`config.mk`:
```
export PLATFORM = sky130hd
export DESIGN_NAME = dmi_bus_master
export DESIGN_NICKNAME = d
export VERILOG_FILES = /design/src/rtl/dmi_bus_master.sv
export SDC_FILE = /design/constraint.sdc
export NUM_CORES = 1
export LEC_CHECK = 0
export CORE_ASPECT_RATIO = 0.6
export CORE_MARGIN = 2
export CORE_UTILIZATION = 30
export DETAILED_ROUTE_END_ITERATION = 16
export DONT_BUFFER_PORTS = 1
export GPL_ROUTABILITY_DRIVEN = 0
export PLACE_DENSITY = 0.49
export SKIP_LAST_GASP = 1
export SLEW_MARGIN = 20
export SYNTH_ARGS = -nofsm -noshare
export SYNTH_HDL_FRONTEND = slang
export SYNTH_SLANG_ARGS = --single-unit
export TNS_END_PERCENT = 10
```
`constraint.sdc`:
```
create_clock -name clk_i -period 5.28 [get_ports clk_i]
set_input_delay 1.32 -clock clk_i [delete_from_list [all_inputs] [get_ports clk_i]]
set_output_delay 1.32 -clock clk_i [all_outputs]
set_load 0.03 [all_outputs]
```
`src/rtl/dmi_bus_master.sv`:
```
// Memory-mapped DMI initiator: a small register window that turns bus writes
// into DMI requests and captures the responses, standing in for a JTAG DTM.
package dm;
    typedef enum logic [1:0] {
        DTM_NOP   = 2'h0,
        DTM_READ  = 2'h1,
        DTM_WRITE = 2'h2
    } dtm_op_e;

    typedef struct packed {
        logic [6:0]  addr;
        dtm_op_e     op;
        logic [31:0] data;
    } dmi_req_t;

    typedef struct packed {
        logic [31:0] data;
        logic [1:0]  resp;
    } dmi_resp_t;
endpackage

module dmi_bus_master #(
    parameter int BusWidth = 32
) (
    input  logic                  clk_i,
    input  logic                  rst_i,
    input  logic                  req_i,
    input  logic                  we_i,
    input  logic [BusWidth-1:0]   addr_i,
    input  logic [BusWidth/8-1:0] be_i,
    input  logic [BusWidth-1:0]   wdata_i,
    output logic [BusWidth-1:0]   rdata_o,
    output logic                  busy_o,
    output logic                  done_o,
    output logic                  dmi_rst_no,
    output logic                  dmi_req_valid_o,
    input  logic                  dmi_req_ready_i,
    output dm::dmi_req_t          dmi_req_o,
    input  logic                  dmi_resp_valid_i,
    output logic                  dmi_resp_ready_o,
    input  dm::dmi_resp_t         dmi_resp_i
);
    localparam int A = $clog2(BusWidth / 8);

    typedef enum logic [1:0] {IDLE, REQ, RESP} state_e;

    state_e        state, state_d;
    dm::dmi_req_t  req_q;
    logic [31:0]   data_q;
    logic [1:0]    resp_q;
    logic          err_q, ovr_q, done_q, rst_pulse_q;
    logic [BusWidth-1:0] rdata_q;

    logic [1:0]    idx;
    logic          busy, wr_data, wr_cmd, cmd_clr, rst_fire, ovr_set;
    logic          launch, resp_hs;
    logic [31:0]   status, rd_val;
    logic          unused_bits;

    assign idx      = addr_i[A+1:A];
    assign busy     = (state != IDLE);
    assign wr_data  = req_i & we_i & (idx == 2'd0);
    assign wr_cmd   = req_i & we_i & (idx == 2'd1);
    assign cmd_clr  = wr_cmd & wdata_i[31];
    assign rst_fire = wr_cmd & wdata_i[30] & ~busy;
    // Anything that would need the idle FSM, arriving while busy, is an overrun.
    assign ovr_set  = busy & (wr_data | (wr_cmd & (wdata_i[30] | ~wdata_i[31])));

    assign status = {17'b0, req_q.addr, 3'b0, ovr_q, resp_q, err_q, busy};

    always_comb begin
        rd_val = 32'h0;
        case (idx)
            2'd0:    rd_val = data_q;
            2'd1:    rd_val = status;
            default: rd_val = 32'h0;
        endcase
    end

    always_comb begin
        state_d = state;
        launch  = 1'b0;
        resp_hs = 1'b0;
        unique case (state)
            IDLE: if (wr_cmd && wdata_i[31:30] == 2'b00) begin
                launch  = 1'b1;
                state_d = REQ;
            end
            REQ:  if (dmi_req_ready_i) state_d = RESP;
            RESP: if (dmi_resp_valid_i) begin
                resp_hs = 1'b1;
                state_d = IDLE;
            end
            default: state_d = IDLE;
        endcase
    end

    always_ff @(posedge clk_i or posedge rst_i) begin
        if (rst_i) state <= IDLE;
        else       state <= state_d;
    end

    always_ff @(posedge clk_i or posedge rst_i) begin
        if (rst_i) begin
            req_q       <= '0;
            data_q      <= '0;
            resp_q      <= '0;
            err_q       <= 1'b0;
            ovr_q       <= 1'b0;
            done_q      <= 1'b0;
            rst_pulse_q <= 1'b0;
            rdata_q     <= '0;
        end else begin
            done_q      <= resp_hs;
            rst_pulse_q <= rst_fire;
            if (wr_data && !busy)
                data_q <= wdata_i[31:0];
            else if (resp_hs && req_q.op == dm::DTM_READ)
                data_q <= dmi_resp_i.data;
            if (launch) begin
                req_q.addr <= wdata_i[6:0];
                req_q.op   <= wdata_i[8] ? dm::DTM_WRITE : dm::DTM_READ;
                req_q.data <= data_q;
            end
            if (resp_hs) resp_q <= dmi_resp_i.resp;
            // Clear first so a same-cycle event still leaves its sticky mark.
            if (cmd_clr) err_q <= 1'b0;
            if (resp_hs && dmi_resp_i.resp != 2'b00) err_q <= 1'b1;
            if (cmd_clr) ovr_q <= 1'b0;
            if (ovr_set) ovr_q <= 1'b1;
            if (req_i && !we_i) rdata_q <= BusWidth'(rd_val);
        end
    end

    assign rdata_o          = rdata_q;
    assign busy_o           = busy;
    assign done_o           = done_q;
    assign dmi_rst_no       = ~rst_pulse_q;
    assign dmi_req_valid_o  = (state == REQ);
    assign dmi_resp_ready_o = (state == RESP);
    assign dmi_req_o        = req_q;

    assign unused_bits = ^{be_i, addr_i, wdata_i};
endmodule

```
==> run metrics <==
Post-synth ARST share 1.00; Synth Area in Simple Gates 0.124; first-pass GRT wire length ~23 mm; Pwr Density about 540 nW/um^2; post-route cell area between 5000 and 6000 sq um; largest family of logic cells by synthesized area multiplexers; multiplexer share of the synthesized area 0.144; Post-Route Setup TNS 0 ns; H-tree depth 4; Post-DP Area 5200 sq um; area grow syn2layout 16.0%; wire per inst 23.6 microns; main flop type after synthesis dfrtp_1; Post-CTS Setup Repair Bufs 0; Worst EP arrival about 3.6 ns; synthesis-stage register bit count 113; Root Buffer clkbuf_16; Synthesis Warnings 0; leak pwr 2.57 nW; minimum clock period 3.29 ns; share of cells above drive strength 1 0.216; adder-cell share of the synthesized area 0; complex-gate fraction of the synthesized area 0.126; DIE HEIGHT roughly 100 microns; synthesized net count between 500 and 600; synthesized area per cell 12.0 sq um; Period Utilization, post-route 0.623; maximum fanout along the worst path 36; hpwl dp between 9 and 10 mm; GRT Overall Usage 0.177; final number of max-transition violations 0; sequential fraction of the synthesis area 0.562; Mapped Area slightly above 5000 sq um; XOR/XNOR share of the synthesized area 0; RSZ-0062 raised after global routing no; Hold Fails Final Rpt 0; Cells after Synth ~420; initial antenna violation count 0; core area 16300 sq um; GRT overflow 0; maximum root-to-sink buffer count 2; Starting DRT DRC Count just under 200; largest net degree at the start of global routing 43; worst-margin pin slew around 1.1 ns; crit path capture type register; Synth area leaders dfrtp_1, mux2_4, nand4b_1, o21ai_0, a31oi_1; Layout Skew around 0.012 ns; kind of critical path input port to register; VDD IR max 0.214 mV; initial core utilization 0.309; drt first pass iters 4; # port buffers 0; hold path cells 2; final wirelength between 15 and 20 mm; final antenna-violating net count 0; Ports around 190; # Max-Cap Violations 0; cells on worst reg2reg path 5; Hold-fix buffers, CTS 0; PostCTS Resize Cnt 0; Worst Hold Class register to register; DR vias/cell between 5 and 6; Vias roughly 3400; die area around 18000 sq um; CTS buffer count 17; Sink Count 113; CP required 5.58 ns; later-pin clock latency in the skew report 0.41 ns; CTS tree done; Final setup viols 0; number of global-route vias before repair 3702; Post-synth EDFFs 0; most common cell after layout, fill and taps aside dfrtp_1; DRC 0; FMAX 0.304 GHz; Die Wd approximately 170 microns; nets@finish slightly above 500; Yosys top cell by area dfrtp_1; startpoint class of the critical path input port; Yosys cell types 25; most frequent cells in the layout dfrtp_1, o21ai_0, mux2_4; Yosys top cell area share 0.562; num rows 36; outcome finished clean; clk slew on worst S/H paths around 0.060 ns; Worst slew margin 0.281
[report_power, final]
| group | total (mW) | leakage, nW | switching, mW | internal [mW] |
|---|---|---|---|---|
| logic | 0.387 | 0.843 | 0.168 | 0.219 |
| clock network | 1.22 | 0.302 | 0.419 | 0.799 |
| registers | 1.53 | 1.43 | 0.458 | 1.07 |
| total | 3.14 | 2.57 | 1.05 | 2.09 |
[metal layers]
metal	vias up	part of all wire	track usage
met4	0	0.0093	0.0569
met3	12	0.096	0.0791
met1	1767	0.48	0.243
met2	142	0.42	0.247
met5	-	0	0
li1	1523	-	-
[cells in the mapped netlist (all sizes together) (4+ instances only)]
cell    number
dfrtp      113
o21ai       48
nand4b      32
mux2        40
mux2i       13
clkbuf      36
or2          4
nand2       19
inv          8
buf          6
nor3        34
nand2b       4
a22o        21
a31oi       32
[critical path: stages]
cell and delay (ns):
nand4bb_2 0.09, buf_4 0.27, or4_2 1.05, buf_4 0.43
mux2_4 0.36
[sequential cells by signal (all words and copies together) (netlist names)]
register,cells
done_o,1
rst_pulse_q,1
ovr_q,1
dmi_req_o,41
state,2
rdata_o,32
data_q,32
err_q,1
resp_q,2
[kinds of logic after synthesis]
logic type             after synthesis
AND/OR/NAND/NOR                    100
flip-flops                         113
buffers and inverters               51
multiplexers                        53
AO/OA/AOI/OAI                      102
[layout make-up]
type	instances	area, sq um
Antenna cell	1	2.50
Clock buffer	18	439
Clock inverter	14	189
Fill cell	1626	10500
Inverter	9	37.5
Multi-Input combinational cell	255	2000
Sequential cell	113	2830
Tap cell	228	285
Timing Repair Buffer	8	60.1
[through the flow]
stage | worst slack (ns) | hold slack (ns) | power [mW] | cells | util
2_1_floorplan | 0.973 | 0.445 | 1.78 | 419 | -
3_3_place_gp | 1.58 | 0.460 | 1.92 | 613 | 0.319
3_5_place_dp | 1.57 | 0.471 | 1.94 | 613 | 0.319
4_1_cts | 2.01 | 0.483 | 3.17 | 645 | 0.358
5_1_grt | 1.95 | 0.513 | 3.27 | 645 | 0.358
6_report | 1.99 | 0.474 | 3.14 | 646 | 0.358
[final timing paths]
| kind | startpoint | to | slack [ns] |
|---|---|---|---|
| min in group asynchronous | rst_i | state[1] | 0.83 |
| setup / recovery | req_i | dmi_req_o[12] | 1.99 |
| max in group asynchronous | rst_i | rdata_o[19] | 3.55 |
| hold reg to reg | resp_q[0] | resp_q[0] | 0.47 |
| hold / removal | resp_q[0] | resp_q[0] | 0.47 |
| setup reg to reg | state[0] | dmi_req_o[12] | 2.34 |
Note: power is estimated with default switching activity, not from simulation.
